File: src/rtl/imem_loader_pkg.sv
// Shared definitions for the instruction-memory loader: ISA widths, reset vector
// and the loader state encoding.
package imem_loader_pkg;

    localparam int unsigned INSTR_W     = 16;
    localparam int unsigned IMEM_ADDR_W = 20;
    localparam logic [IMEM_ADDR_W-1:0] RESET_PC = 20'h00020;

    typedef enum logic [3:0] {
        ST_IDLE   = 4'd0,
        ST_HDR_LO = 4'd1,
        ST_HDR_HI = 4'd2,
        ST_DAT_LO = 4'd3,
        ST_DAT_HI = 4'd4,
        ST_WRITE  = 4'd5,
        ST_CK_LO  = 4'd6,
        ST_CK_HI  = 4'd7,
        ST_FIN    = 4'd8
    } ld_state_e;

    // States in which the loader offers in_ready to the byte source.
    function automatic logic is_rx_state(input ld_state_e s);
        case (s)
            ST_HDR_LO, ST_HDR_HI, ST_DAT_LO, ST_DAT_HI, ST_CK_LO, ST_CK_HI: return 1'b1;
            default: return 1'b0;
        endcase
    endfunction

    // States whose byte is the high half of a little-endian pair.
    function automatic logic is_hi_state(input ld_state_e s);
        case (s)
            ST_HDR_HI, ST_DAT_HI, ST_CK_HI: return 1'b1;
            default: return 1'b0;
        endcase
    endfunction

endpackage

File: src/rtl/imem_loader_byte_pair_assembler.sv
// Little-endian byte pair capture: holds the low byte and presents the full word
// together with word_valid during the high-byte transfer.
module byte_pair_assembler
    import imem_loader_pkg::*;
(
    input  logic               clk,
    input  logic               rst,
    input  logic               xfer,
    input  logic               hi_sel,
    input  logic [7:0]         byte_in,
    output logic [INSTR_W-1:0] word,
    output logic               word_valid
);

    logic [7:0] lo_r;

    // Low-byte capture register.
    always_ff @(posedge clk) begin
        if (rst) begin
            lo_r <= 8'h00;
        end else if (xfer && !hi_sel) begin
            lo_r <= byte_in;
        end else begin
            lo_r <= lo_r;
        end
    end

    assign word       = {byte_in, lo_r};
    assign word_valid = xfer && hi_sel;

endmodule

File: src/rtl/imem_loader.sv
// Instruction-memory loader: header count, then N little-endian words written to memory,
// fetch released on success. Define IMEM_LOADER_CHKSUM_EN for a trailing XOR checksum.
module imem_loader
    import imem_loader_pkg::*;
#(
    parameter int unsigned       ADDR_W    = IMEM_ADDR_W,
    parameter int unsigned       DATA_W    = INSTR_W,
    parameter logic [ADDR_W-1:0] BASE_ADDR = 20'h00000,
    parameter int unsigned       CNT_W     = 16
) (
    input  logic              clk,
    input  logic              rst,
    input  logic              start,
    input  logic              in_valid,
    input  logic [7:0]        in_data,
    output logic              in_ready,
    output logic              memWR,
    output logic [ADDR_W-1:0] addWR,
    output logic [DATA_W-1:0] dataWR,
    output logic              fetch_en,
    output logic              busy,
    output logic              done,
    output logic              err,
    output logic [CNT_W-1:0]  words_written
);

`ifdef IMEM_LOADER_CHKSUM_EN
    localparam ld_state_e ST_AFTER_DATA = ST_CK_LO;
`else
    localparam ld_state_e ST_AFTER_DATA = ST_FIN;
`endif

    ld_state_e           state_r, next_state_s;
    logic                in_ready_r, mem_wr_r, fetch_en_r, busy_r, done_r;
    logic [ADDR_W-1:0]   ptr_r, add_wr_r;
    logic [DATA_W-1:0]   data_wr_r;
    logic [CNT_W-1:0]    count_r, ww_r, ww_inc_s;
    logic [INSTR_W-1:0]  word_s;
    logic                word_valid_s, xfer_s, launch_s, ck_bad_s;

    assign xfer_s   = in_valid && in_ready_r;
    assign launch_s = (state_r == ST_IDLE) && start;
    assign ww_inc_s = ww_r + CNT_W'(1'b1);

    byte_pair_assembler u_bpa (
        .clk       (clk),
        .rst       (rst),
        .xfer      (xfer_s),
        .hi_sel    (is_hi_state(state_r)),
        .byte_in   (in_data),
        .word      (word_s),
        .word_valid(word_valid_s)
    );

`ifdef IMEM_LOADER_CHKSUM_EN
    logic [DATA_W-1:0] ck_acc_r;
    logic              err_r;

    assign ck_bad_s = (state_r == ST_CK_HI) && word_valid_s && (word_s != ck_acc_r);

    // Running XOR of committed words and the sticky error flag.
    always_ff @(posedge clk) begin
        if (rst) begin
            ck_acc_r <= {DATA_W{1'b0}};
            err_r    <= 1'b0;
        end else if (launch_s) begin
            ck_acc_r <= {DATA_W{1'b0}};
            err_r    <= 1'b0;
        end else begin
            ck_acc_r <= ((state_r == ST_DAT_HI) && word_valid_s) ? (ck_acc_r ^ word_s) : ck_acc_r;
            err_r    <= err_r | ck_bad_s;
        end
    end

    assign err = err_r;
`else
    assign ck_bad_s = 1'b0;
    assign err      = 1'b0;
`endif

    // Next-state decode.
    always_comb begin
        next_state_s = state_r;
        case (state_r)
            ST_IDLE:   next_state_s = start ? ST_HDR_LO : ST_IDLE;
            ST_HDR_LO: next_state_s = xfer_s ? ST_HDR_HI : ST_HDR_LO;
            ST_HDR_HI: begin
                if (word_valid_s) begin
                    next_state_s = (word_s == 16'h0000) ? ST_AFTER_DATA : ST_DAT_LO;
                end else begin
                    next_state_s = ST_HDR_HI;
                end
            end
            ST_DAT_LO: next_state_s = xfer_s ? ST_DAT_HI : ST_DAT_LO;
            ST_DAT_HI: next_state_s = xfer_s ? ST_WRITE : ST_DAT_HI;
            ST_WRITE:  next_state_s = (ww_inc_s == count_r) ? ST_AFTER_DATA : ST_DAT_LO;
`ifdef IMEM_LOADER_CHKSUM_EN
            ST_CK_LO:  next_state_s = xfer_s ? ST_CK_HI : ST_CK_LO;
            ST_CK_HI:  next_state_s = xfer_s ? ST_FIN : ST_CK_HI;
`endif
            ST_FIN:    next_state_s = ST_IDLE;
            default:   next_state_s = ST_IDLE;
        endcase
    end

    // State register.
    always_ff @(posedge clk) begin
        if (rst) begin
            state_r <= ST_IDLE;
        end else begin
            state_r <= next_state_s;
        end
    end

    // Handshake and session status; done/busy/fetch_en are set on the edge entering FIN.
    always_ff @(posedge clk) begin
        if (rst) begin
            in_ready_r <= 1'b0;
            busy_r     <= 1'b0;
            done_r     <= 1'b0;
            fetch_en_r <= 1'b0;
        end else begin
            in_ready_r <= is_rx_state(next_state_s);
            done_r     <= (next_state_s == ST_FIN) && (state_r != ST_FIN);
            if (launch_s) begin
                busy_r     <= 1'b1;
                fetch_en_r <= 1'b0;
            end else if ((next_state_s == ST_FIN) && (state_r != ST_FIN)) begin
                busy_r     <= 1'b0;
                fetch_en_r <= !ck_bad_s;
            end else begin
                busy_r     <= busy_r;
                fetch_en_r <= fetch_en_r;
            end
        end
    end

    // Header count capture.
    always_ff @(posedge clk) begin
        if (rst) begin
            count_r <= {CNT_W{1'b0}};
        end else if ((state_r == ST_HDR_HI) && word_valid_s) begin
            count_r <= word_s;
        end else begin
            count_r <= count_r;
        end
    end

    // Memory write port, address pointer and committed-word counter.
    always_ff @(posedge clk) begin
        if (rst) begin
            mem_wr_r  <= 1'b0;
            add_wr_r  <= {ADDR_W{1'b0}};
            data_wr_r <= {DATA_W{1'b0}};
            ptr_r     <= {ADDR_W{1'b0}};
            ww_r      <= {CNT_W{1'b0}};
        end else if (launch_s) begin
            mem_wr_r  <= 1'b0;
            ptr_r     <= BASE_ADDR;
            ww_r      <= {CNT_W{1'b0}};
        end else if ((state_r == ST_DAT_HI) && word_valid_s) begin
            mem_wr_r  <= 1'b1;
            add_wr_r  <= ptr_r;
            data_wr_r <= word_s;
        end else if (state_r == ST_WRITE) begin
            mem_wr_r  <= 1'b0;
            ptr_r     <= ptr_r + ADDR_W'(1'b1);
            ww_r      <= ww_inc_s;
        end else begin
            mem_wr_r  <= 1'b0;
        end
    end

    assign in_ready      = in_ready_r;
    assign memWR         = mem_wr_r;
    assign addWR         = add_wr_r;
    assign dataWR        = data_wr_r;
    assign fetch_en      = fetch_en_r;
    assign busy          = busy_r;
    assign done          = done_r;
    assign words_written = ww_r;

endmodule

File: config.mk
export PLATFORM = sky130hd
export DESIGN_NAME = imem_loader
export DESIGN_NICKNAME = d
export VERILOG_FILES = /design/src/rtl/imem_loader_pkg.sv /design/src/rtl/imem_loader_byte_pair_assembler.sv /design/src/rtl/imem_loader.sv
export SDC_FILE = /design/constraint.sdc
export NUM_CORES = 1
export LEC_CHECK = 0
export BUFFER_PORTS_ARGS = -buffer_cell sky130_fd_sc_hd__buf_2
export CAP_MARGIN = 30
export CORE_MARGIN = 2
export CORE_UTILIZATION = 55
export CTS_CLUSTER_SIZE = 10
export DETAILED_ROUTE_END_ITERATION = 10
export PLACE_DENSITY = 0.77
export REMOVE_ABC_BUFFERS = 1
export SLEW_MARGIN = 20
export SYNTH_ARGS = -nofsm -noshare
export SYNTH_HDL_FRONTEND = slang
export SYNTH_HIERARCHICAL = 1
export SYNTH_SLANG_ARGS = --single-unit
File: constraint.sdc
create_clock -name clk -period 4.1 [get_ports clk]
set_clock_uncertainty 0.2 [all_clocks]
set_input_delay 1.025 -clock clk [delete_from_list [all_inputs] [get_ports clk]]
set_output_delay 1.025 -clock clk [all_outputs]
set_load 0.01 [all_outputs]
# == Word level (Yosys, flattened, before mapping) ==
# Index checks and enable logic that the tools add are counted.
# classes
bitwise,2
reduce_logical,16
add_sub_neg,2
eq_ne,15
n_mux,13
# ops
operator,n
$eq 4x3->1 const B,6
$pmux 4 s6,1
$add 20x1->20 const B,1
$add 16x1->16 const B,1
$eq 16x16->1,1
$eq 4x2->1 const B,4
$logic_not 16->1,1
$mux 4,3
$eq 4x1->1 const B,2
$logic_and 1x1->1,7
$mux 1,7
$reduce_or 6->1,1
$eq 4x4->1 const B,1
$logic_not 4->1,1
$ne 4x4->1 const B,1
$reduce_and 2->1,2
$mux 3,1
$reduce_or 3->1,1
$mux 2,1
$not 1->1,2
$reduce_bool 2->1,1
$reduce_or 2->1,1
$logic_not 1->1,1
# word_totals
ff_bits,105
output_inout_bits,58

# == Longest topological paths before layout ==
# logic_depth
word_depth,10
mapped_depth,11
ltp_nobuf,10

# == Cells and area by module ==
# The synthesis kept the hierarchy.
# modules_own_cells
mod,area_each_um2,instances,cells_per_inst
imem_loader,4455.5,1,527
byte_pair_assembler,434.2,1,43

# == Worst setup path after synthesis ==
# OpenSTA, ideal clock, no wires.
# synth_path
kind,register to register
from,register state_r[1]
to,register count_r[5]
path_stages_with_launch,11
setup_time_ns,0.128
t_required_ns,3.772
path_buffers,2
synth_period_minus_slack_ns,2.883
arrival_ns,2.555
setup_slack_ns,1.217
cell_sequence,dfxtp_1 clkbuf_1 xor2_1 nor2_1 a211oi_1 and2_2 nand3_1 nor2_2 buf_2 mux2i_1 nor2_1
# synth_between
elab_chain_cells,5
# synth_lines
element,line_no,rtl
start: declaration,imem_loader.sv:33,"ld_state_e state_r, next_state_s;"
start signal: assignment,imem_loader.sv:111,state_r <= next_state_s;
$eq 4x2->1 / $eq 4x3->1 (equally long branches),imem_loader_pkg.sv:31,case (s)
$reduce_or 3->1 (*),imem_loader_pkg.sv:31,
$mux 1 (*),imem_loader_pkg.sv:31,
$logic_and 1x1->1 (*),imem_loader_byte_pair_assembler.sv:29,assign word_valid = xfer && hi_sel;
via word_valid_s,imem_loader.sv:39,"logic word_valid_s, xfer_s, launch_s, ck_bad_s;"
$logic_and 1x1->1 (*),imem_loader.sv:142,end else if ((state_r == ST_HDR_HI) && word_valid_s) begin
end signal: assignment,imem_loader.sv:141,count_r <= {CNT_W{1'b0}};
end signal: assignment,imem_loader.sv:143,count_r <= word_s;
end signal: assignment,imem_loader.sv:145,count_r <= count_r;
end: declaration,imem_loader.sv:37,"logic [CNT_W-1:0] count_r, ww_r, ww_inc_s;"
# The timed path passes the listed nets; every way through them passes the cells marked *.
# A chain may end at the register's enable or synchronous reset.

# == Worst setup path after layout ==
# layout_path
from,register state_r[1]
to,register count_r[12]
# Same word-level chain as after synthesis.

==> impl_metrics.csv <==
group,metric,value,unit
sta,hold_viol,0,
clocking,htreeDepth,3,
setup_path,endpoint_kind,"flip-flop",
layout,area_growth,10.2,%
routing,postRouteAntennaNets,0,
logic_synthesis,synthesis.area,4890,um^2
sta,max_freq,357,MHz
sta,setup_violations,0,
logic_synthesis,ys_top_cells_by_count,"dfxtp_1 (105), nand2_1 (102), nor2_1 (62)",
logic_synthesis,synth.distinct_cells,62,
floorplan,core_region_area,8680,um^2
sta,tightest_slew,849,ps
setup_path,critPathKind,"reg2reg",
sta,final.setup.tns,0,ps
routing,drc_errors,0,
logic_synthesis,yosysTopAreaCell,"dfxtp_1",
sta,whs,256,ps
clocking,cts_resized,0,
setup_path,worstPathRequired,4140,ps
logic_synthesis,synth_edf_count,0,
global_routing,grt_pass1_wl,18200,um
routing,vias_per_cell,5.60,
floorplan,fp.dieW,98.3,um
logic_synthesis,synthTopCellsByArea,"dfxtp_1 (43%), nand2_1 (7.8%), a21oi_1 (4.8%)",
worst_hold_path,hold_class,"reg2reg",
logic_synthesis,synthFlopType,"dfxtp_1",
sta,relSlewSlack,43.4,%
routing,avgRoutedWirePerCell,15.3,um
layout,finalCoreUtilization,62.1,%
place,place_hpwl,7720,um
floorplan,die_h,98.3,um
routing,drtIter0Drc,269,
logic_synthesis,synth_top_area_share,43.0,%
pwr,power_leakage,1.97,nW
pwr,ir_drop,0.221,mV
global_routing,globalRouteOverflowTotal,0,
floorplan,die_area,9660,um^2
sta,layout_min_cycle_time,2800,ps
logic_synthesis,syn_inst,570,
routing,vias,4065,
clocking,post_cts_buffers,0,
clocking,clockBufferDepth,2,
global_routing,grt_pass1_vias,3830,
clocking,cts-root-buf,"clkbuf_8",
floorplan,core.rowCount,34,
floorplan,start_util,56.3,%
floorplan,io_pins,70,
global_routing,grtUsageTotal,23.0,%
pwr,cellPowerDensity,337,nW/um^2
logic_synthesis,synth-warning-count,6,
setup_path,worstSetupStartpointType,"flip-flop",
global_routing,antenna_found_initial,0,
routing,routed_wl,11100,um
sta,maxSlewViolCount,0,
clocking,clock_sinks,105,
clocking,ctsHoldBuffers,0,
layout,nets,627,
logic_synthesis,synth_area_per_cell,8.58,um^2
routing,drt_pre_antenna_iters,4,
place,port-buffer-count,68,
clocking,path_clk_slew,110,ps
clocking,clk_latency,380,ps
logic_synthesis,synthArstFlopShare,0,%
place,place_congestion,0.935,
sta,rsz0062_at_grt,"false",
logic_synthesis,ys_ff_latch,105,
setup_path,critPathArrivalTime,2840,ps
logic_synthesis,yosysSeqAreaShare,43.0,%
job,maxCapViolations,0,
global_routing,grt_start_max_net_pins,76,
layout,num_antenna_cells,0,
logic_synthesis,yosysMostFrequentCell,"dfxtp_1",
setup_path,worstPathMaxFanout,16,
clocking,cts_buffers,9,
sta,fin_crit_sh,68.4,%
layout,drive_gt1_share,18.6,%
status,status,"complete, no violations",
clocking,cts_tree,"done",
[flip-flops by register name, summed over array words and instances (netlist names)]
register / cells
busy: 1
dataWR: 16
memWR: 1
ptr_r: 20
words_written: 16
addWR: 20
count_r: 16
done: 1
state_r: 4
in_ready: 1
u_bpa/lo_r: 8
fetch_en: 1
[cell usage in the layout (no fill, tap or decap), types with 4 or more instances in the layout]
cell type  Yosys  final
inv_1          6      6
nand3_1       10     10
xor2_1        20     20
nor3_1         6      6
nor2_1        62     62
o21ai_1        6      6
nand2_1      102    102
nand2b_1       9      9
nor4_1         6      6
and3_1         4      4
o21ai_0       10     10
or3_1          7      7
buf_4         15      7
mux2i_1       16     16
a21oi_1       47     47
buf_2          8     69
and4_1         5      5
clkbuf_8       0      9
nand4bb_1      9      9
xnor2_1       26     26
nand4_1       14     14
dfxtp_1      105    105
a31oi_1        5      5
[path summary, 6_finish.rpt]
check | slack [ps] | endpoint | depth (start not counted) | from
worst min-delay path | 260 | addWR[8]$_SDFFE_PP0P_ | 2 | addWR[8]$_SDFFE_PP0P_
worst min register to register | 260 | addWR[8]$_SDFFE_PP0P_ | 2 | addWR[8]$_SDFFE_PP0P_
worst max register to register | 1300 | count_r[12]$_SDFFE_PP0P_ | 10 | state_r[1]$_SDFF_PP0_
worst max-delay path | 1300 | count_r[12]$_SDFFE_PP0P_ | 10 | state_r[1]$_SDFF_PP0_
[layer usage]
| layer | global-route usage (%) | up-vias | wire length (um) |
|---|---|---|---|
| met5 | 0 | - | 0 |
| met4 | 7.48 | 0 | 105 |
| met3 | 3.44 | 12 | 591 |
| met2 | 37.7 | 92 | 5270 |
| met1 | 31.4 | 1935 | 5120 |
| li1 | - | 2026 | - |
[worst max-delay path: stages, from the launching register on]
cell      delay [ps]
dfxtp_1          570
xor2_1           190
nor2_1            60
a211oi_1         320
buf_2            260
and2_2           200
nand3_1          110
nor2_2           150
buf_4            300
mux2i_1          240
nor2_1            60
[layout make-up]
type                            count  area (um^2)
Inverter                            6         22.5
Timing Repair Buffer               76          398
Fill cell                         782         3290
Clock inverter                      7         95.1
Tap cell                          108          135
Multi-Input combinational cell    415         2510
Clock buffer                        9          124
Sequential cell                   105         2100
[cells by family after synthesis]
kind of cell    after synthesis  share of synthesized area (%)
simple gates                261                           27.6
flops                       105                           43.0
compound gates               89                           11.6
buf+inv                      50                           5.68
xor+xnor                     46                           8.24
mux                          16                           3.28
fa+ha+maj                     2                          0.512
other cells                   1                         0.0767
[report_power, final]
group,switching [mW],total (mW),internal [mW]
clock network,0.392,0.694,0.302
registers,0.0112,1.04,1.03
logic,0.0526,0.0808,0.0282
[stage by stage]
step,total power [mW],cell area (um^2),cells,worst slack [ps]
after floorplan,1.10,4630,526,935
after global placement,1.14,5160,709,1290
after detailed placement,1.14,5160,709,1020
after CTS,1.82,5380,725,969
after global routing,1.87,5390,726,1130
final,1.81,5390,726,1300
(Power assumes the default switching activity.)
